**config.mk**
```make
export PLATFORM = sky130hd
export DESIGN_NAME = pipe_hazard_ctrl
export DESIGN_NICKNAME = d
export VERILOG_FILES = /design/src/rtl/pipe_hazard_ctrl.sv
export SDC_FILE = /design/constraint.sdc
export NUM_CORES = 1
export LEC_CHECK = 0
export ABC_CLOCK_PERIOD_IN_PS = 3700
export BUFFER_PORTS_ARGS = -buffer_cell sky130_fd_sc_hd__clkbuf_2
export CAP_MARGIN = 30
export CORE_AREA = 2 2 39 41
export CTS_CLUSTER_SIZE = 14
export DETAILED_ROUTE_END_ITERATION = 10
export DIE_AREA = 0 0 41 43
export PLACE_DENSITY = 0.77
export SETUP_SLACK_MARGIN = 0.4
export SLEW_MARGIN = 10
export SYNTH_ARGS = -nofsm -noshare
export SYNTH_HDL_FRONTEND = slang
export SYNTH_SLANG_ARGS = --single-unit
```
**constraint.sdc**
```tcl
create_clock -name clk -period 3.7 [get_ports clk]
set_clock_uncertainty 0.05 [all_clocks]
set_input_delay 0.555 -clock clk [delete_from_list [all_inputs] [get_ports clk]]
set_output_delay 0.555 -clock clk [all_outputs]
set_load 0.02 [all_outputs]
```
**src/rtl/pipe_hazard_ctrl.sv**
```systemverilog
// Pipeline hazard controller: ranks memory-wait, multi-cycle, load-use and branch hazards
// and turns the winning class into per-register stall/bubble controls.
module pipe_hazard_ctrl #(
  parameter int REG_AW = 5,
  parameter int MC_LAT = 4,
  parameter int CNT_W  = $clog2(MC_LAT + 1)
) (
  input  logic              clk,
  input  logic              rst_n,
  input  logic              execute_i_need_jump,
  input  logic              fetch_wait,
  input  logic [REG_AW-1:0] decode_rs1,
  input  logic [REG_AW-1:0] decode_rs2,
  input  logic              decode_rs1_use,
  input  logic              decode_rs2_use,
  input  logic [REG_AW-1:0] execute_rd,
  input  logic              execute_rd_we,
  input  logic              execute_is_load,
  input  logic              execute_mc_start,
  input  logic              memory_wait,
  output logic              regF_stall,
  output logic              regD_stall,
  output logic              regE_stall,
  output logic              regM_stall,
  output logic              regW_stall,
  output logic              regD_bubble,
  output logic              regE_bubble,
  output logic              regM_bubble,
  output logic              regW_bubble,
  output logic              mc_busy,
  output logic              redirect_pending
);

  typedef enum logic {MC_IDLE, MC_BUSY} mc_state_e;

  localparam bit              MC_EN   = (MC_LAT > 1);
  localparam logic [CNT_W-1:0] MC_LOAD = CNT_W'(MC_LAT - 1);
  localparam logic [CNT_W-1:0] CNT_ONE = CNT_W'(1);

  mc_state_e        state_q, state_d;
  logic [CNT_W-1:0] count_q, count_d;
  logic             redirect_pending_q, redirect_pending_d;

  logic hz_mem, hz_mc, hz_lu, hz_br;
  logic mc_accept;
  logic rs1_hit, rs2_hit;

  always_comb begin
    rs1_hit   = decode_rs1_use && (decode_rs1 == execute_rd);
    rs2_hit   = decode_rs2_use && (decode_rs2 == execute_rd);
    mc_accept = MC_EN && (state_q == MC_IDLE) && execute_mc_start;
    hz_mem    = memory_wait;
    // The last BUSY cycle (count==1) is the cycle the op advances, so it is not a hazard.
    hz_mc     = mc_accept || ((state_q == MC_BUSY) && (count_q > CNT_ONE));
    hz_lu     = execute_is_load && execute_rd_we && (execute_rd != '0) && (rs1_hit || rs2_hit);
    hz_br     = execute_i_need_jump || redirect_pending_q;
  end

  always_comb begin
    state_d = state_q;
    count_d = count_q;
    case (state_q)
      MC_IDLE: begin
        if (mc_accept && !hz_mem) begin
          state_d = MC_BUSY;
          count_d = MC_LOAD;
        end
      end
      MC_BUSY: begin
        // A memory stall freezes E, so the op makes no progress that cycle.
        if (!hz_mem) begin
          if (count_q > CNT_ONE) begin
            count_d = count_q - CNT_ONE;
          end else begin
            state_d = MC_IDLE;
            count_d = '0;
          end
        end
      end
      default: begin
        state_d = MC_IDLE;
        count_d = '0;
      end
    endcase
  end

  always_comb begin
    if (redirect_pending_q) begin
      redirect_pending_d = fetch_wait;
    end else begin
      redirect_pending_d = execute_i_need_jump && fetch_wait && !hz_mem && !hz_mc && !hz_lu;
    end
  end

  always_ff @(posedge clk or negedge rst_n) begin
    if (!rst_n) begin
      state_q            <= MC_IDLE;
      count_q            <= '0;
      redirect_pending_q <= 1'b0;
    end else begin
      state_q            <= state_d;
      count_q            <= count_d;
      redirect_pending_q <= redirect_pending_d;
    end
  end

  always_comb begin
    regF_stall  = 1'b0;
    regD_stall  = 1'b0;
    regE_stall  = 1'b0;
    regM_stall  = 1'b0;
    regW_stall  = 1'b0;
    regD_bubble = 1'b0;
    regE_bubble = 1'b0;
    regM_bubble = 1'b0;
    regW_bubble = 1'b0;
    if (hz_mem) begin
      regF_stall  = 1'b1;
      regD_stall  = 1'b1;
      regE_stall  = 1'b1;
      regM_stall  = 1'b1;
      regW_bubble = 1'b1;
    end else if (hz_mc) begin
      regF_stall  = 1'b1;
      regD_stall  = 1'b1;
      regE_stall  = 1'b1;
      regM_bubble = 1'b1;
    end else if (hz_lu) begin
      regF_stall  = 1'b1;
      regD_stall  = 1'b1;
      regE_bubble = 1'b1;
    end else if (hz_br) begin
      // Only the branch itself kills E; a pending redirect just keeps D empty.
      regD_bubble = 1'b1;
      regE_bubble = execute_i_need_jump;
    end
  end

  assign mc_busy          = (state_q == MC_BUSY);
  assign redirect_pending = redirect_pending_q;

endmodule

```
Word level (Yosys, flattened, before mapping). Cells that the tools add are included.

Output and inout port bits: 11. Input port bits: 25. Word-level logic and storage cells: 54. Bits in registers: 5.

Bitwise gates (word level): 1. Reductions and logical operators: 20. Multiplexer cells: 24. Order comparisons: 1. Equality and inequality tests: 4. $add $sub $neg: 1.

Operators with widths (number): $mux W1 (19); $logic_and A1 B1 Y1 (12); $eq A5 B5 Y1 (2); $mux W3 (3); $pmux W3 S2 (1); $reduce_bool A5 Y1 (1); $gt A3 B1 Y1 const B (1); $logic_not A1 Y1 (3); $logic_or A1 B1 Y1 (3); $sub A3 B1 Y3 const B (1); $ne A2 B1 Y1 const B (1); $ne A2 B2 Y1 const B (1); $pmux W1 S2 (1); $reduce_and A2 Y1 (1); $not A1 Y1 (1).

Longest topological paths before layout. Gate-level depths: netlist (run 1).

Depth after elaboration: 7. Depth in mapped cells: 5. Depth with buffers taken out: 5.

Worst setup path before layout (run 1). No wires, ideal clock.

Path type: input-to-output. Start: input port execute_rd[1]. End: output port regF_stall. Arrival: 1.837 ns. Stages: 5. Required time: 3.095 ns. Path slack: 1.258 ns. Buffers on the path: 1. Path through: xnor2_1 nand4_1 o22a_1 o21ai_0 buf_4.

Word-level cells in the longest chain between the ends: 7. Elaborated cells on any way between the ends: 11. Classes of those cells: eq/ne (2); mux (3); reduce/logical (6).

RTL lines: start: declaration (RTL line 16) `input logic [REG_AW-1:0] execute_rd,`; $eq A5 B5 Y1, on equally long branches (RTL line 49, 50); $logic_and A1 B1 Y1, on equally long branches (RTL line 49, 50); $logic_or A1 B1 Y1 (RTL line 55) `hz_lu = execute_is_load && execute_rd_we && (execute_rd != '0) && (rs1_hit || rs2_hit);`; $logic_and A1 B1 Y1 (*) (RTL line 55); $mux W1 (*) (3 in series); end: declaration (RTL line 21) `output logic regF_stall,`.

Every way passes the cells marked *; elsewhere a longest branch is shown, timed or not.

Final worst setup path (run 1).
Start: input port execute_rd[0]. End: output port regD_bubble.

Word-level cells in the longest chain between the ends: 7. Elaborated cells on any way between the ends: 11. Classes of those cells: eq/ne (2); mux (3); reduce/logical (6).

RTL lines: $eq A5 B5 Y1, on equally long branches (RTL line 49, 50); $logic_and A1 B1 Y1, on equally long branches (RTL line 49, 50); $logic_or A1 B1 Y1 (RTL line 55); $logic_and A1 B1 Y1 (*) (RTL line 55); $mux W1 (*) (RTL line 128) `end else if (hz_lu) begin`; $mux W1 (*) (RTL line 123) `end else if (hz_mc) begin`; $mux W1 (*) (RTL line 117) `if (hz_mem) begin`; end: declaration (RTL line 26) `output logic regD_bubble,`.

Marked as above.

==> out/results.md, run 1 <==
| Step | Item | Value |
|---|---|---|
| status | Result of the run | finished clean |
| timing | Tcrit/Tclk final | 0.6345 |
| layout | Leading cell type in the layout, fill and taps excluded | sky130_fd_sc_hd__clkbuf_2 |
| power and ir drop | Leakage power figure | 0.3645 nW |
| power and ir drop | Power density normalized to cell area | 525.0 nW/um^2 |
| layout | Share of cells above drive strength 1 | 0.4271 |
| clock tree | H-tree levels | 1 |
| critical path | Arrival time of the worst setup path | 1.74 ns |
| floorplanning | Starting Density | 0.3788 |
| logic synthesis | Share of synthesized flip-flops with an asynchronous set or reset | 1.000 |
| timing | Setup ws final | 1.352 ns |
| logic synthesis | Synth warnings | 0 |
| grt | Aggregate global routing overflow | 0 |
| critical path | Data required, critical path | 3.09 ns |
| critical path | Category of the critical setup timing path | in -> out |
| critical path | Slowest cell delay on critical path | 0.55 ns |
| critical path | Largest fanout of any net on the critical path | 3 |
| clock tree | Post-CTS Setup Repair Bufs | 0 |
| flow run | Max Cap Viol | 0 |
| route | Vias per std cell | 5.179 |
| clock tree | Clock tree buffer depth | 2 |
| logic synthesis | Post-Syn Nets | 89 |
| clock tree | Cells resized by post-CTS repair | 0 |
| grt | Tot GR Track Use | 0.1479 |
| critical path | Library cell contributing the largest single delay on the critical path | sky130_fd_sc_hd__or4_4 |
| critical path | Sum of buffers and inverters on the critical path | 2 |
| timing | Number of failing hold endpoints at the final stage | 0 |
| route | Router iterations before antenna repair | 4 |
| floorplanning | Die outline area | 1763 sq um |
| layout | Count of inserted antenna diode cells | 0 |
| logic synthesis | EDFF count, synth | 0 |
| layout | Fin nets | 124 |
| logic synthesis | Average footprint of a synthesized cell | 8.456 sq um |
| timing | Post-Route Setup TNS | 0 ns |
| layout | Final Instance Area | 710.7 sq um |
| timing | Setup repair after global routing missed its margin | false |
| placed design | Post-place setup slack | 1.346 ns |
| critical path | Most frequent cell on the critical path | sky130_fd_sc_hd__clkbuf_2 |
| floorplanning | Die width | 41 um |
| logic synthesis | Top cell type's share of synthesized area | 0.2387 |
| grt | Wire length of the first global-routing pass | 1849 um |
| placed design | Area after DPL | 684.4 sq um |
| route | Number of vias after detailed routing | 580 |
| critical path | CP Capture Type | primary output |
| layout | Multi-input gate area | 350.3 sq um |
| min path | Path class of the lowest-slack min-delay path | in -> async |
| route | Routed WL | 1223 um |
| logic synthesis | Cell count after synthesis | 62 |
| placed design | Detailed Place HPWL | 1097 um |
| timing | Max Transition Viols Final | 0 |
| floorplanning | Number of cell rows | 14 |
| layout | Most frequent cells in the layout | sky130_fd_sc_hd__clkbuf_2, sky130_fd_sc_hd__xnor2_1, sky130_fd_sc_hd__nor2_1 |
| critical path | Worst path cell trace | clkbuf_2, or4_4, o211a_1, a21oi_1, clkbuf_2 |
| clock tree | TritonCTS clock tree | done |
| timing | Max Clock Freq | 0.4259 GHz |
| layout | Register Area | 125.1 sq um |
| grt | Largest net degree at the start of global routing | 10 |
| floorplanning | Num ports | 36 |
| route | Detail-routed net length per standard cell | 10.92 um |
| logic synthesis | Syn Std Cell Area | 524.3 sq um |
| clock tree | Reg clk slew, reported paths | 0.04 ns |
| grt | Vias in the first global route | 499 |
| floorplanning | Vert. Die Dim | 43 um |
| grt | Initial antenna violation count | 0 |
| route | Iteration-0 DRC Markers | 6 |
| critical path | Top cell family by delay on the critical path | simple AND/OR/NAND/NOR gates |
| critical path | Sort of element at the start of the critical path | primary input |
| logic synthesis | Dominant register cell in the synthesized netlist | sky130_fd_sc_hd__dfrtp_1 |
| logic synthesis | Portion of the post-synthesis area used by sequential elements | 0.2387 |
| route | Number of nets still failing antenna checks after routing | 0 |
| power and ir drop | Peak ir drop on the vdd network | 251.7 uV |
| clock tree | Root Buffer | sky130_fd_sc_hd__clkbuf_4 |
| floorplanning | Core ar. | 1384 sq um |
| logic synthesis | Cell type with the highest aggregate area in the netlist | sky130_fd_sc_hd__dfrtp_1 |
| layout | Layout Area Growth over Synthesis | 35.56% |
| placed design | Number of buffer cells added on primary ports | 34 |
| logic synthesis | Number of unique standard cell types used by synthesis | 25 |
| clock tree | Latest clock arrival within the worst-skew pair | 0.24 ns |
| timing | Final period demand of the worst path | 2.348 ns |
| placed design | Final weighted congestion in routability-driven placement | 0.6968 |
| timing | Hold_ws | 0.07076 ns |
| clock tree | Number of clock buffers inserted by TritonCTS | 3 |
| critical path | Reg2reg setup slack | 2.19 ns |
| layout | Count of filler cells inserted in the layout | 140 |
| clock tree | Count of clock tree sinks | 5 |
| route | Total DRC errors in the routed layout | 0 |
| timing | Number of setup violations in the final report | 0 |
| clock tree | Hold-fix buffers, CTS | 0 |
| logic synthesis | Leading post-synthesis cells by cell area | sky130_fd_sc_hd__dfrtp_1, sky130_fd_sc_hd__xnor2_1, sky130_fd_sc_hd__buf_4, sky130_fd_sc_hd__ha_1, sky130_fd_sc_hd__nor2_1 |
| logic synthesis | Register bit total from synthesis | 5 |
-- cell families after synthesis --
family	count (synthesis)	share of synthesized area
flip-flops	5	0.2387
XOR/XNOR	10	0.1671
AO/OA/AOI/OAI	17	0.2506
multiplexers	3	0.05967
adder cells (fa/ha/maj)	2	0.04773
buffers and inverters	9	0.09308
other	1	0.007153
AND/OR/NAND/NOR	15	0.1360
-- cell usage after synthesis (2+ instances only) --
cell type and number:
sky130_fd_sc_hd__xnor2_1 10, sky130_fd_sc_hd__nor2_1 6, sky130_fd_sc_hd__dfrtp_1 5, sky130_fd_sc_hd__inv_1 5, sky130_fd_sc_hd__nand2_1 5, sky130_fd_sc_hd__buf_4 4, sky130_fd_sc_hd__nand4_1 3, sky130_fd_sc_hd__o21ai_0 3
sky130_fd_sc_hd__a21oi_1 2, sky130_fd_sc_hd__ha_1 2, sky130_fd_sc_hd__mux2i_1 2, sky130_fd_sc_hd__o31ai_1 2
-- metrics by stage --
| step | total power [mW] | utilization | instances |
|---|---|---|---|
| final | 0.3731 | 0.5136 | 112 |
| after CTS | 0.3797 | 0.5136 | 112 |
| after global placement | 0.3079 | 0.4946 | 108 |
| after floorplan | 0.2517 | - | 62 |
| after detailed placement | 0.3142 | 0.4946 | 108 |
| after global routing | 0.4078 | 0.5136 | 112 |
-- power by group --
group | switching (mW) | internal (mW) | total (mW)
logic | 0.116 | 0.0904 | 0.207
clock network | 0.0214 | 0.0407 | 0.0621
registers | 0.0268 | 0.0773 | 0.104
total | 0.165 | 0.208 | 0.373
-- routing by layer --
metal  vias up  track usage  share of wire
met5         -            0              0
met4         0      0.02000              0
met3         0      0.05236           0.11
met2        37       0.2500           0.49
met1       257       0.1748           0.39
li1        286            -              -
-- state kept, by name (all words and copies together), names as in the netlist --
signal,cells
redirect_pending,1
mc_busy,1
count_q,3
-- path summary, 6_finish.rpt --
kind,startpoint,to,cells after the start
max in group asynchronous,rst_n,count_q[1]$_DFFE_PN0P_,1
worst max register to register,mc_busy$_DFF_PN0_,redirect_pending$_DFF_PN0_,4
min in group clk,redirect_pending$_DFF_PN0_,redirect_pending$_DFF_PN0_,2
worst max-delay path,execute_rd[0],regD_bubble,5
worst min-delay path,rst_n,mc_busy$_DFF_PN0_,1
worst min register to register,redirect_pending$_DFF_PN0_,redirect_pending$_DFF_PN0_,2
-- worst register-to-register path: cells and delay by family, from the launching register on --
| family | cells | cell delay [ns] |
|---|---|---|
| AO/OA/AOI/OAI | 2 | 0.56 |
| flip-flops | 1 | 0.46 |
| multiplexers | 1 | 0.24 |
| buffers and inverters | 1 | 0.10 |
-- final cells by class --
cell class	instances	share of cell area
Clock buffer	4	0.03697
Inverter	5	0.02641
Multi-Input combinational cell	48	0.4930
Sequential cell	5	0.1761
Tap cell	16	0.02817
Timing Repair Buffer	34	0.2394
Power figures use the tool's default switching activity.
==> run 2: changes to the inputs <==
--- a/config.mk
+++ b/config.mk
@@ -5,14 +5,13 @@
 export SDC_FILE = /design/constraint.sdc
 export NUM_CORES = 1
 export LEC_CHECK = 0
-export ABC_CLOCK_PERIOD_IN_PS = 3700
+export ABC_CLOCK_PERIOD_IN_PS = 2240
 export BUFFER_PORTS_ARGS = -buffer_cell sky130_fd_sc_hd__clkbuf_2
 export CAP_MARGIN = 30
-export CORE_AREA = 2 2 39 41
+export CORE_UTILIZATION = 39
 export CTS_CLUSTER_SIZE = 14
 export DETAILED_ROUTE_END_ITERATION = 10
-export DIE_AREA = 0 0 41 43
-export PLACE_DENSITY = 0.77
+export PLACE_DENSITY = 0.76
 export SETUP_SLACK_MARGIN = 0.4
 export SLEW_MARGIN = 10
 export SYNTH_ARGS = -nofsm -noshare
==> constraint.sdc (replaced) <==
create_clock -name clk -period 2.24 [get_ports clk]
set_clock_uncertainty 0.05 [all_clocks]
set_input_delay 0.336 -clock clk [delete_from_list [all_inputs] [get_ports clk]]
set_output_delay 0.336 -clock clk [all_outputs]
set_load 0.02 [all_outputs]
==> run 2 against run 1 <==
Effect of this change:
- critical path depth is the same
- sequential share of layout area shrank 3.2 points
- sequential power grew 74%
- clock-buffer cell count is the same
- first-iteration DRC count grew to 3.2 times the previous value
- design area grew 23%
- register-to-register slack lost 1.5 ns
- setup slack lost 1.1 ns
- routed wire length grew 27%
- global-route usage grew 4.5 points
- sequential cell count is the same
- critical path type is now reg -> out
- largest cell class unchanged
==> out/results.md, run 2 (synthesis results as in run 1) <==
| Step | Item | Value |
|---|---|---|
| clock tree | Clock tree buffer depth | 2 |
| floorplanning | Die outline area | 1495 sq um |
| clock tree | Count of clock tree sinks | 5 |
| critical path | Data required, critical path | 1.85 ns |
| timing | Tcrit/Tclk final | 0.8769 |
| layout | Share of cells above drive strength 1 | 0.5631 |
| placed design | Detailed Place HPWL | 1093 um |
| route | Vias per std cell | 5.179 |
| layout | Fin nets | 131 |
| clock tree | Root Buffer | sky130_fd_sc_hd__clkbuf_4 |
| placed design | Post-place setup slack | 0.3005 ns |
| timing | Setup ws final | 0.2758 ns |
| floorplanning | Starting Density | 0.4476 |
| timing | Number of setup violations in the final report | 0 |
| floorplanning | Number of cell rows | 12 |
| placed design | Placed cell count | 106 |
| power and ir drop | Leakage power figure | 0.4270 nW |
| layout | Layout Area Growth over Synthesis | 67.30% |
| grt | Vias in the first global route | 544 |
| grt | Initial antenna violation count | 0 |
| layout | Final Non-Filler Cells | 117 |
| route | Routed WL | 1556 um |
| critical path | CP Capture Type | primary output |
| timing | Hold_ws | 0.3147 ns |
| critical path | Sort of element at the start of the critical path | flop |
| clock tree | Reg clk slew, reported paths | 0.04 ns |
| floorplanning | Die width | 38.67 um |
| layout | Leading cell type in the layout, fill and taps excluded | sky130_fd_sc_hd__clkbuf_2 |
| clock tree | Number of clock buffers inserted by TritonCTS | 3 |
| route | Iteration-0 DRC Markers | 19 |
| floorplanning | Core ar. | 1171 sq um |
| placed design | Final weighted congestion in routability-driven placement | 0.7675 |
| flow run | Max Cap Viol | 0 |
| layout | Count of inserted antenna diode cells | 0 |
| power and ir drop | PnR Total Power | 0.7976 mW |
| timing | Post-Route Setup TNS | 0 ns |
| grt | Largest net degree at the start of global routing | 10 |
| layout | Register name with the most flops | count_q |
| timing | Max Clock Freq | 0.5091 GHz |
| clock tree | Latest clock arrival within the worst-skew pair | 0.24 ns |
| critical path | Arrival time of the worst setup path | 1.58 ns |
| route | Number of vias after detailed routing | 606 |
| critical path | Category of the critical setup timing path | reg -> out |
| layout | Max reg flops | 3 |
| timing | Max Transition Viols Final | 0 |
| power and ir drop | Power density normalized to cell area | 909.4 nW/um^2 |
| power and ir drop | Peak ir drop on the vdd network | 573.4 uV |
| route | Total DRC errors in the routed layout | 0 |
| grt | Wire length of the first global-routing pass | 2021 um |
| timing | Setup repair after global routing missed its margin | true |
| layout | Most frequent cells in the layout | sky130_fd_sc_hd__clkbuf_2, sky130_fd_sc_hd__buf_4, sky130_fd_sc_hd__xnor2_1 |
| route | Number of nets still failing antenna checks after routing | 0 |
| critical path | Largest fanout of any net on the critical path | 5 |
| route | Router iterations before antenna repair | 5 |
| timing | Final period demand of the worst path | 1.964 ns |
| timing | Number of failing hold endpoints at the final stage | 0 |
| placed design | Number of buffer cells added on primary ports | 34 |
| grt | Aggregate global routing overflow | 0 |
| route | Detail-routed net length per standard cell | 13.30 um |
| floorplanning | Num ports | 36 |
| floorplanning | Vert. Die Dim | 38.67 um |
| min path | Path class of the lowest-slack min-delay path | in -> reg |
| clock tree | TritonCTS clock tree | done |
| grt | Tot GR Track Use | 0.1928 |
| clock tree | H-tree levels | 1 |
| layout | Count of filler cells inserted in the layout | 91 |
| status | Result of the run | finished clean |
-- run 2: changes by cell type in the layout (fill, tap and decap cells not counted), sizes merged --
cell and delta:
buf +12, clkbuf -6, dlygate4sd3 +1
-- run 2: path summary, 6_finish.rpt --
path | from | endpoint | slack [ns] | cells after the start
setup / recovery | count_q[0]$_DFFE_PN0P_ | regE_bubble | 0.28 | 5
hold / removal | fetch_wait | redirect_pending$_DFF_PN0_ | 0.31 | 3
setup reg to reg | count_q[0]$_DFFE_PN0P_ | redirect_pending$_DFF_PN0_ | 0.71 | 5
hold reg to reg | redirect_pending$_DFF_PN0_ | redirect_pending$_DFF_PN0_ | 0.47 | 2
max in group asynchronous | rst_n | mc_busy$_DFF_PN0_ | 1.59 | 2
min in group asynchronous | rst_n | count_q[0]$_DFFE_PN0P_ | 0.40 | 2
-- run 2: area by class of cell --
cell class	instances	area [sq um]	area share
clock buffers	4	26.28	0.02996
repair buffers	41	266.5	0.3039
flip-flops and latches	5	126.4	0.1441
inverters	5	18.77	0.02140
multi-input cells	48	421.7	0.4807
well taps	14	17.52	0.01997
-- run 2: critical path: stages (launching register included) --
cell and delay [ns]:
sky130_fd_sc_hd__dfrtp_1 0.43, sky130_fd_sc_hd__nor2_1 0.24, sky130_fd_sc_hd__o311a_4 0.25, sky130_fd_sc_hd__inv_2 0.05
sky130_fd_sc_hd__o31ai_2 0.18, sky130_fd_sc_hd__buf_4 0.18
-- run 2: where the power goes --
part,internal [mW],switching (mW)
Clock,0.0671,0.0327
Combinational,0.268,0.249
Sequential,0.129,0.0517
-- run 2: stage by stage --
step | area, sq um | util
floorplan | 529.3 | -
CTS | 812.0 | 0.6934
global route | 877.1 | 0.7489
finish | 877.1 | 0.7489
global placement | 686.9 | 0.5865
detailed placement | 686.9 | 0.5865
-- run 2: what timing repair did --
| action | CTS | global route |
|---|---|---|
| resized for setup | 15 | 14 |
| pin swaps | 4 | 5 |
| hold buffers | 1 | 0 |
| setup buffers | 3 | 3 |
| endpoints found under the hold margin | 5 | 0 |
| endpoints found under the setup margin | 6 | 6 |
-- run 2: metal layers --
| layer | part of all wire | wire [um] | vias up | global-route usage |
|---|---|---|---|---|
| li1 | - | - | 300 | - |
| met1 | 0.40 | 625 | 275 | 0.2028 |
| met2 | 0.54 | 845 | 31 | 0.3833 |
| met3 | 0.055 | 85 | 0 | 0.04624 |
| met4 | 0 | 0 | 0 | 0.02586 |
| met5 | 0 | 0 | - | 0 |
